File: config.mk
export PLATFORM = sky130hd
export DESIGN_NAME = bidimen_mux_arb_flat
export DESIGN_NICKNAME = d
export VERILOG_FILES = /design/src/rtl/bidimen_pkg.sv /design/src/rtl/bidimen_mux_arb_if.sv /design/src/rtl/bidimen_mux.sv /design/src/rtl/bidimen_mux_arb.sv /design/src/flat_wrapper.sv
export SDC_FILE = /design/constraint.sdc
export NUM_CORES = 1
export LEC_CHECK = 0
export BUFFER_PORTS_ARGS = -buffer_cell sky130_fd_sc_hd__clkbuf_2
export CORE_AREA = 2 2 39 41
export CTS_CLUSTER_SIZE = 8
export DETAILED_ROUTE_END_ITERATION = 8
export DIE_AREA = 0 0 41 43
export PLACE_DENSITY = 0.72
export SLEW_MARGIN = 20
export SYNTH_ARGS = -nofsm -noshare
export SYNTH_HDL_FRONTEND = slang
export SYNTH_SLANG_ARGS = --single-unit
File: constraint.sdc
create_clock -name clk -period 2.2 [get_ports clk]
set_clock_uncertainty 0.05 [all_clocks]
set_input_delay 0 -clock clk [delete_from_list [all_inputs] [get_ports clk]]
set_output_delay 0 -clock clk [all_outputs]
set_load 0.01 [all_outputs]
File: src/rtl/bidimen_pkg.sv
// bidimen_pkg: shared width helpers and output-buffer state encoding for the bidimensional mux family
package bidimen_pkg;
    typedef enum logic {ST_EMPTY = 1'b0, ST_FULL = 1'b1} state_t;
    function automatic int sel_width(input int depth);
        return depth > 1 ? $clog2(depth) : 1;
    endfunction
    function automatic int total_bits(input int width, input int depth);
        return width * depth;
    endfunction
endpackage

File: src/rtl/bidimen_mux_arb_if.sv
// bidimen_mux_arb_if: requester bus plus output handshake; s_last exists only with BIDIMEN_ARB_LOCK_EN
interface bidimen_mux_arb_if import bidimen_pkg::*; #(
    parameter int WIDTH = 2,
    parameter int DEPTH = 4
);
    localparam int SEL_WIDTH  = sel_width(DEPTH);
    localparam int TOTAL_BITS = total_bits(WIDTH, DEPTH);
    logic [DEPTH-1:0]      s_valid;
    logic [TOTAL_BITS-1:0] s_data;
    logic [DEPTH-1:0]      s_ready;
    logic                  m_valid;
    logic [WIDTH-1:0]      m_data;
    logic [SEL_WIDTH-1:0]  m_sel;
    logic                  m_ready;
`ifdef BIDIMEN_ARB_LOCK_EN
    logic [DEPTH-1:0]      s_last;
    modport master (output s_valid, s_data, s_last, m_ready, input s_ready, m_valid, m_data, m_sel);
    modport slave  (input s_valid, s_data, s_last, m_ready, output s_ready, m_valid, m_data, m_sel);
`else
    modport master (output s_valid, s_data, m_ready, input s_ready, m_valid, m_data, m_sel);
    modport slave  (input s_valid, s_data, m_ready, output s_ready, m_valid, m_data, m_sel);
`endif
endinterface

File: src/rtl/bidimen_mux.sv
// bidimen_mux: selects one WIDTH-bit word out of a packed DEPTH x WIDTH bus
module bidimen_mux import bidimen_pkg::*; #(
    parameter int WIDTH = 2,
    parameter int DEPTH = 4,
    localparam int SEL_WIDTH  = sel_width(DEPTH),
    localparam int TOTAL_BITS = total_bits(WIDTH, DEPTH)
) (
    input  logic [TOTAL_BITS-1:0] m_in,
    input  logic [SEL_WIDTH-1:0]  m_ctrl,
    output logic [WIDTH-1:0]      m_out
);
    // Explicit compare loop keeps out-of-range selects at zero for non-power-of-2 DEPTH
    always_comb begin
        m_out = '0;
        for (int i = 0; i < DEPTH; i++)
            if (m_ctrl == SEL_WIDTH'(i)) m_out = m_in[i*WIDTH +: WIDTH];
    end
endmodule

File: src/rtl/bidimen_mux_arb.sv
// bidimen_mux_arb: round-robin arbiter feeding bidimen_mux into a one-entry output buffer
// BIDIMEN_ARB_LOCK_EN: hold the grant on one requester until its s_last beat
module bidimen_mux_arb import bidimen_pkg::*; #(
    parameter int WIDTH = 2,
    parameter int DEPTH = 4
) (
    input logic clk,
    input logic arst_n,
    bidimen_mux_arb_if.slave bus
);
    localparam int SEL_WIDTH = sel_width(DEPTH);

    function automatic logic [SEL_WIDTH-1:0] rr_pick(input logic [DEPTH-1:0] v, input logic [SEL_WIDTH-1:0] p);
        logic [SEL_WIDTH-1:0] lo, hi;
        logic hf;
        lo = '0;
        hi = '0;
        hf = 1'b0;
        // Descending scan leaves the lowest match; hi covers indices at or above the pointer
        for (int i = DEPTH - 1; i >= 0; i--) begin
            if (v[i]) lo = SEL_WIDTH'(i);
            if (v[i] && SEL_WIDTH'(i) >= p) begin
                hi = SEL_WIDTH'(i);
                hf = 1'b1;
            end
        end
        return hf ? hi : lo;
    endfunction

    state_t               state;
    logic [WIDTH-1:0]     data_q, mux_out;
    logic [SEL_WIDTH-1:0] sel_q, rr_ptr, winner, rr_next;
    logic [DEPTH-1:0]     req;
    logic                 accept, grant;

`ifdef BIDIMEN_ARB_LOCK_EN
    logic                 locked;
    logic [SEL_WIDTH-1:0] lock_idx;
    assign req = locked ? bus.s_valid & (DEPTH'(1) << lock_idx) : bus.s_valid;
`else
    assign req = bus.s_valid;
`endif

    assign winner      = rr_pick(req, rr_ptr);
    assign rr_next     = (winner == SEL_WIDTH'(DEPTH - 1)) ? '0 : winner + 1'b1;
    assign accept      = (state == ST_EMPTY) | bus.m_ready;
    assign grant       = accept & (|req);
    assign bus.s_ready = (grant & arst_n) ? DEPTH'(1) << winner : '0;
    assign bus.m_valid = (state == ST_FULL);
    assign bus.m_data  = data_q;
    assign bus.m_sel   = sel_q;

    bidimen_mux #(.WIDTH(WIDTH), .DEPTH(DEPTH)) u_mux (
        .m_in   (bus.s_data),
        .m_ctrl (winner),
        .m_out  (mux_out)
    );

    always_ff @(posedge clk or negedge arst_n) begin
        if (!arst_n) begin
            state  <= ST_EMPTY;
            data_q <= '0;
            sel_q  <= '0;
            rr_ptr <= '0;
`ifdef BIDIMEN_ARB_LOCK_EN
            locked   <= 1'b0;
            lock_idx <= '0;
`endif
        end else if (grant) begin
            state  <= ST_FULL;
            data_q <= mux_out;
            sel_q  <= winner;
`ifdef BIDIMEN_ARB_LOCK_EN
            locked   <= !bus.s_last[winner];
            lock_idx <= winner;
            if (bus.s_last[winner]) rr_ptr <= rr_next;
`else
            rr_ptr <= rr_next;
`endif
        end else if (bus.m_ready) begin
            state <= ST_EMPTY;
        end
    end
endmodule

File: src/flat_wrapper.sv
// flat-port wrapper written by rule: the top's interface ports become plain ports
module bidimen_mux_arb_flat import bidimen_pkg::*;
#(
    parameter int WIDTH = 2,
    parameter int DEPTH = 4
)
  (clk, arst_n, bus_s_valid, bus_s_data, bus_m_ready, bus_s_ready, bus_m_valid, bus_m_data, bus_m_sel);
  bidimen_mux_arb_if #(.WIDTH(WIDTH), .DEPTH(DEPTH)) bus_i ();
  input logic clk;
  input logic arst_n;
  input wire logic [$bits(bus_i.s_valid)-1:0] bus_s_valid;
  input wire logic [$bits(bus_i.s_data)-1:0] bus_s_data;
  input wire logic [$bits(bus_i.m_ready)-1:0] bus_m_ready;
  output wire logic [$bits(bus_i.s_ready)-1:0] bus_s_ready;
  output wire logic [$bits(bus_i.m_valid)-1:0] bus_m_valid;
  output wire logic [$bits(bus_i.m_data)-1:0] bus_m_data;
  output wire logic [$bits(bus_i.m_sel)-1:0] bus_m_sel;
  assign bus_i.s_valid = bus_s_valid;
  assign bus_i.s_data = bus_s_data;
  assign bus_i.m_ready = bus_m_ready;
  assign bus_s_ready = bus_i.s_ready;
  assign bus_m_valid = bus_i.m_valid;
  assign bus_m_data = bus_i.m_data;
  assign bus_m_sel = bus_i.m_sel;
  bidimen_mux_arb #(.WIDTH(WIDTH), .DEPTH(DEPTH)) u_core (.clk(clk), .arst_n(arst_n), .bus(bus_i));
endmodule
==> impl_metrics.env, run 1 <==
export IMPL_status="completed"
export IMPL_postRouteAntennaNets=0
export IMPL_die_area_mm2=0.00176
export IMPL_start_util_pct=40.6
export IMPL_io_buffers=23
export IMPL_final_fill_count=144
export IMPL_nets=107
export IMPL_cp_required_ps=2280
export IMPL_whs_ps=16.4
export IMPL_fp_dieW_um=41
export IMPL_worst_slew_pin_slew_ps=339
export IMPL_antenna_found_initial=0
export IMPL_setup_viol=0
export IMPL_fin_crit_sh_pct=93.8
export IMPL_cts_max_path_buffers=2
export IMPL_drive_gt1_share_pct=39.1
export IMPL_gp_congestion=0.865
export IMPL_fin_cells=103
export IMPL_ios=24
export IMPL_post_cts_buffers=0
export IMPL_ys_seq_area_share_pct=31.2
export IMPL_die_y_um=43
export IMPL_multi_input_area_um2=379
export IMPL_ctsRootBufferMaster="clkbuf_4"
export IMPL_core_area_mm2=0.00138
export IMPL_dr_pass1_iters=4
export IMPL_cts_max_level=1
export IMPL_netlist_area_um2=562
export IMPL_startpoint="u_core.rr_ptr[1]"
export IMPL_clock_sinks=7
export IMPL_ys_warn_count=0
export IMPL_tritoncts="built"
export IMPL_num_rows=14
export IMPL_fmax_ghz=0.485
export IMPL_first_global_vias=479
export IMPL_synth_seq_cells=7
export IMPL_grt_max_degree=12
export IMPL_syn_avg_cell_area_um2=9.52
export IMPL_cp_max_fo=7
export IMPL_drt_iter0_markers=9
export IMPL_post_place_cells=98
export IMPL_crit_top_cell="a211oi_1"
export IMPL_vdd_drop_max_mv=0.534
export IMPL_criticalPathCategory="register to register"
export IMPL_worstSetupStartpointType="register"
export IMPL_place_area_um2=697
export IMPL_period_minus_slack_ps=2060
export IMPL_min_from="bus_s_valid[2]"
export IMPL_power_density_mw_per_mm2=872
export IMPL_dpl_hpwl_um=1050
export IMPL_viasPerCell=5.60
export IMPL_diodes=0
export IMPL_grt_use_total_pct=18.3
export IMPL_r2r_cells=7
export IMPL_r2r_end="u_core.bus.m_data[1]"
export IMPL_design_area_um2=734
export IMPL_max_stage_delay_ps=440
export IMPL_rrSetupSlack_ps=140
export IMPL_hold_class="primary input to register"
export IMPL_hold_violations=0
export IMPL_worstPathArrival_ps=2140
export IMPL_cts_buffers_inserted=3
export IMPL_slowest_stage="dfrtp_2"
export IMPL_regArea_um2=176
export IMPL_clk_pin_slew_ps=50
export IMPL_crit_end="u_core.bus.m_data[1]"
export IMPL_syn_num_nets=78
export IMPL_rsz0062_at_grt="false"
export IMPL_slew_headroom_pct=77.2
export IMPL_final_core_util_pct=53.1
export IMPL_critical_path_endpoint_type="register"
export IMPL_cap_violations=0
export IMPL_drt_total_wl_um=1370
export IMPL_final_setup_tns_ps=0
export IMPL_grt_pass1_wl_um=2090
export IMPL_yosysUniqueCellTypes=27
export IMPL_path_cells="nand2b_1 > a21o_1 > and3_1 > ha_1 > a211oi_1 > a211oi_1 > mux2_2"
export IMPL_drc_errors=0
export IMPL_vias=577
export IMPL_p_leak_nw=0.361
export IMPL_synth_cells=59
export IMPL_r2r_start="u_core.rr_ptr[1]"
export IMPL_clock_latency_ps=250
export IMPL_maxSlewViolCount=0
export IMPL_area_growth_pct=30.7
export IMPL_post_drt_wl_per_cell_um=13.3
export IMPL_overflow=0
[power breakdown]
group / switching [W] / internal, W / total (W)
Sequential: 0.0000366 / 0.000174 / 0.000211
Combinational: 0.000161 / 0.000156 / 0.000317
Clock: 0.0000435 / 0.0000689 / 0.000112
[worst min path at each step]
stage | end | slack, ps | cells after the start
floorplan | u_core.bus.m_data[0] | -350 | 0
global placement | u_core.bus.m_valid | -190 | 1
detailed placement | u_core.bus.m_valid | -190 | 1
CTS | u_core.bus.m_valid | 9 | 3
global route | u_core.bus.m_valid | 10 | 3
finish | u_core.bus.m_valid | 20 | 3
[critical path: cells and delay by family, from the launching register on]
kind / cells / cell delay [ps]
AOI/OAI and AO/OA: 3 / 570
adders and majority gates: 1 / 280
DFF: 1 / 440
and+or+nand+nor: 2 / 340
muxes: 1 / 270
[synthesized netlist by cell type]
| library cell | n | area [µm²] |
|---|---|---|
| dfrtp_1 | 7 | 175 |
| and3_1 | 6 | 37.5 |
| nand2_1 | 5 | 18.8 |
| a211oi_1 | 4 | 30.0 |
| ha_1 | 4 | 50.1 |
| nand3_1 | 3 | 15.0 |
| nand3b_1 | 3 | 22.5 |
| a21oi_1 | 2 | 10.0 |
| inv_1 | 2 | 7.51 |
| mux2_2 | 2 | 22.5 |
| nand2b_1 | 2 | 12.5 |
| nor2_1 | 2 | 7.51 |
| nor2b_1 | 2 | 12.5 |
| nor3b_1 | 2 | 15.0 |
| a21boi_2 | 1 | 11.3 |
| a21o_1 | 1 | 7.51 |
| a221oi_1 | 1 | 8.76 |
| a31oi_1 | 1 | 6.26 |
| a32o_1 | 1 | 10.0 |
| a41o_2 | 1 | 11.3 |
| mux2i_1 | 1 | 10.0 |
| nand4b_1 | 1 | 8.76 |
| nor2_2 | 1 | 6.26 |
| nor4_4 | 1 | 21.3 |
| o21a_1 | 1 | 7.51 |
| o21ai_0 | 1 | 5.00 |
| or4_4 | 1 | 11.3 |
[metrics by stage]
stage | setup slack [ps] | power (W)
5_1_grt | 2.85 | 0.000699
3_5_place_dp | 175 | 0.000524
4_1_cts | 156 | 0.000643
2_1_floorplan | 318 | 0.000418
6_report | 137 | 0.000641
3_3_place_gp | 216 | 0.000519
[what timing repair did]
| item | in CTS | in global routing |
|---|---|---|
| endpoints found under the hold margin | 7 | 0 |
| setup endpoints to repair | 0 | 2 |
| hold buffers | 1 | 0 |
| gates resized for setup | 0 | 1 |
[registers in the layout (all words and copies together) (netlist names)]
register            count
u_core.bus.m_valid      1
u_core.rr_ptr           2
u_core.bus.m_sel        2
u_core.bus.m_data       2
[cell usage in the layout, fill, tap and decap left out, drive strengths merged, types with 2 or more instances in the layout]
cell | synthesis | final
a211oi | 4 | 4
nand2 | 5 | 5
nor2b | 2 | 2
clkbuf | 0 | 27
nand3 | 3 | 3
dfrtp | 7 | 7
a21oi | 2 | 2
and3 | 6 | 6
ha | 4 | 4
mux2 | 2 | 2
nor2 | 3 | 3
nand3b | 3 | 3
nand2b | 2 | 2
inv | 2 | 2
nor3b | 2 | 2
[per-layer routing]
metal / up-vias / wire, µm / GRT usage, %
met5: - / 0 / 0
li1: 283 / - / -
met4: 0 / 33 / 12.0
met2: 9 / 652 / 25.0
met3: 4 / 38 / 4.71
met1: 281 / 649 / 24.3
[cell type report]
| class | count | share of cell area (%) |
|---|---|---|
| tap | 16 | 2.73 |
| timing repair buffer | 24 | 17.0 |
| sequential | 7 | 24.0 |
| clock buffer | 4 | 3.58 |
| inverter | 2 | 1.02 |
| multi-input combinational | 50 | 51.6 |
[cell families (layout without fill, tap and decap cells)]
family / after synthesis / in the layout / share of synthesized area [%]
AO/OA/AOI/OAI: 14 / 14 / 19.2
flip-flops: 7 / 7 / 31.2
buffers and inverters: 2 / 30 / 1.34
multiplexers: 3 / 3 / 5.79
AND/OR/NAND/NOR: 29 / 29 / 33.6
adder cells (fa/ha/maj): 4 / 4 / 8.91
Power figures use the tool's default switching activity.
==> inputs of run 2 (changes only) <==
--- a/config.mk
+++ b/config.mk
@@ -5,12 +5,12 @@
 export SDC_FILE = /design/constraint.sdc
 export NUM_CORES = 1
 export LEC_CHECK = 0
-export BUFFER_PORTS_ARGS = -buffer_cell sky130_fd_sc_hd__clkbuf_2
-export CORE_AREA = 2 2 39 41
+export CORE_AREA = 3 3 40 42
 export CTS_CLUSTER_SIZE = 8
 export DETAILED_ROUTE_END_ITERATION = 8
-export DIE_AREA = 0 0 41 43
-export PLACE_DENSITY = 0.72
+export DIE_AREA = 0 0 43 45
+export DONT_BUFFER_PORTS = 1
+export REMOVE_ABC_BUFFERS = 1
 export SLEW_MARGIN = 20
 export SYNTH_ARGS = -nofsm -noshare
 export SYNTH_HDL_FRONTEND = slang
==> run 2 against run 1 <==
Compared with the run above:
- via count decreased by 16%
- flip-flop and latch count unchanged
- utilization decreased by 0.40 points
- sequential power increased by 8%
- largest power group unchanged
- worst hold slack got worse by 0.58 ps
==> impl_metrics.env, run 2 (same netlist as run 1, synthesis figures left out) <==
export IMPL_clock_sinks=7
export IMPL_grt_busiest_layer="met2"
export IMPL_fp_dieW_um=43
export IMPL_drt_iter0_markers=9
export IMPL_ctsRootBufferMaster="clkbuf_4"
export IMPL_drt_total_wl_um=1250
export IMPL_hold_violations=0
export IMPL_core_area_mm2=0.00128
export IMPL_grt_max_degree=9
export IMPL_cp_required_ps=2280
export IMPL_final_fill_count=133
export IMPL_r2r_cells=7
export IMPL_setup_slack_ps=130
export IMPL_whs_ps=15.8
export IMPL_cap_violations=0
export IMPL_worstSetupStartpointType="register"
export IMPL_p_comb_share_pct=43.2
export IMPL_fmax_ghz=0.483
export IMPL_hold_depth=3
export IMPL_p_int_w=0.000376
export IMPL_grt_pass1_wl_um=2010
export IMPL_cts_max_path_buffers=2
export IMPL_cts_max_level=1
export IMPL_power_density_mw_per_mm2=876
export IMPL_r2r_end="u_core.bus.m_data[1]"
export IMPL_drc_errors=0
export IMPL_die_area_mm2=0.00194
export IMPL_setup_viol=0
export IMPL_clock_latency_ps=240
export IMPL_clk_pin_slew_ps=50
export IMPL_post_drt_wl_per_cell_um=14.8
export IMPL_holdPathEnd="u_core.rr_ptr[1]"
export IMPL_hold_class="primary input to register"
export IMPL_gp_congestion=0.770
export IMPL_viasPerCell=5.72
export IMPL_r2r_start="u_core.rr_ptr[1]"
export IMPL_min_from="bus_s_valid[3]"
export IMPL_worstPathArrival_ps=2150
export IMPL_vdd_drop_max_mv=0.392
export IMPL_swShare_pct=36.7
export IMPL_status="completed"
export IMPL_start_util_pct=43.7
export IMPL_power_switching_w=0.000218
export IMPL_fin_cells=85
export IMPL_postRouteAntennaNets=0
export IMPL_p_leak_nw=0.289
export IMPL_antenna_found_initial=0
export IMPL_grt_use_met2_pct=21.0
export IMPL_ios=24
export IMPL_diodes=0
export IMPL_period_minus_slack_ps=2070
export IMPL_post_place_cells=74
export IMPL_rrSetupSlack_ps=130
export IMPL_final_setup_tns_ps=0
export IMPL_area_growth_pct=20.5
export IMPL_cts_resized_gates=0
export IMPL_tritoncts="built"
export IMPL_io_buffers=0
export IMPL_worst_slew_pin_slew_ps=302
export IMPL_multi_input_area_um2=379
export IMPL_final_cell_mix="dlygate4sd3_1 (7), dfrtp_1 (7), and3_1 (6), nand2_1 (5)"
export IMPL_first_global_vias=458
export IMPL_overflow=0
export IMPL_use_met3_pct=2.39
export IMPL_die_y_um=45
export IMPL_fin_crit_sh_pct=94.1
export IMPL_cts_hold_fix_buffers=7
export IMPL_clkPwrFrac_pct=18.5
export IMPL_post_cts_buffers=0
export IMPL_cts_buffers_inserted=3
export IMPL_dr_pass1_iters=4
export IMPL_regArea_um2=175
export IMPL_maxSlewViolCount=0
export IMPL_slew_headroom_pct=79.8
export IMPL_drive_gt1_share_pct=14.3
export IMPL_num_rows=13
export IMPL_cp_max_fo=7
export IMPL_criticalPathCategory="register to register"
export IMPL_rsz0062_at_grt="false"
export IMPL_critical_path_endpoint_type="register"
export IMPL_place_ws_ps=150
export IMPL_met1_usage_pct=19.3
export IMPL_nets=90
export IMPL_power_frac_seq_pct=38.3
export IMPL_vias=486
export IMPL_dpl_hpwl_um=932
export IMPL_grt_use_total_pct=13.9
## run 2: worst max-delay path, cell delays in order, from the launching register on
cell,delay (ps)
dfrtp_1,440
nand2b_1,170
a21o_1,210
and3_1,180
ha_1,280
a211oi_1,230
a211oi_1,120
mux2_2,270
## run 2: power by group through the flow
stage / combinational (W) / sequential, W / clock (W)
final: 0.000256 / 0.000227 / 0.000110
after global routing: 0.000291 / 0.000234 / 0.000127
after CTS: 0.000257 / 0.000226 / 0.000118
after detailed placement: 0.000239 / 0.000229 / 0
after global placement: 0.000237 / 0.000230 / 0
after floorplan: 0.000200 / 0.000218 / 0
## run 2: per-layer routing
| layer | part of all wire (%) | routed length (µm) |
|---|---|---|
| met5 | 0 | 0 |
| met4 | 0 | 0 |
| met3 | 4.0 | 50 |
| met2 | 50 | 629 |
| met1 | 46 | 574 |
## run 2: worst max path at each step
stage	cells after the start	startpoint	slack, ps	to
final	7	u_core.rr_ptr[1]	130	u_core.bus.m_data[1]
after global routing	7	u_core.rr_ptr[1]	20	u_core.bus.m_data[1]
after CTS	7	u_core.rr_ptr[1]	140	u_core.bus.m_data[1]
after detailed placement	7	u_core.rr_ptr[1]	150	u_core.bus.m_data[1]
after global placement	7	u_core.rr_ptr[1]	160	u_core.bus.m_data[1]
after floorplan	7	u_core.rr_ptr[1]	320	u_core.bus.m_data[1]
## run 2: layout make-up
type | count | share of cell area, %
Clock buffer | 4 | 3.88
Tap cell | 15 | 2.77
Inverter | 2 | 1.11
Sequential cell | 7 | 25.9
Multi-Input combinational cell | 50 | 56.0
Timing Repair Buffer | 7 | 10.4
## run 2: per-stage QoR
step                      util [%]  instance area, µm²  total power, W
after floorplan                  -                 562        0.000418
after global placement        45.2                 581        0.000467
after detailed placement      45.2                 581        0.000468
after CTS                     52.7                 677        0.000601
after global routing          52.7                 677        0.000652
final                         52.7                 677        0.000593
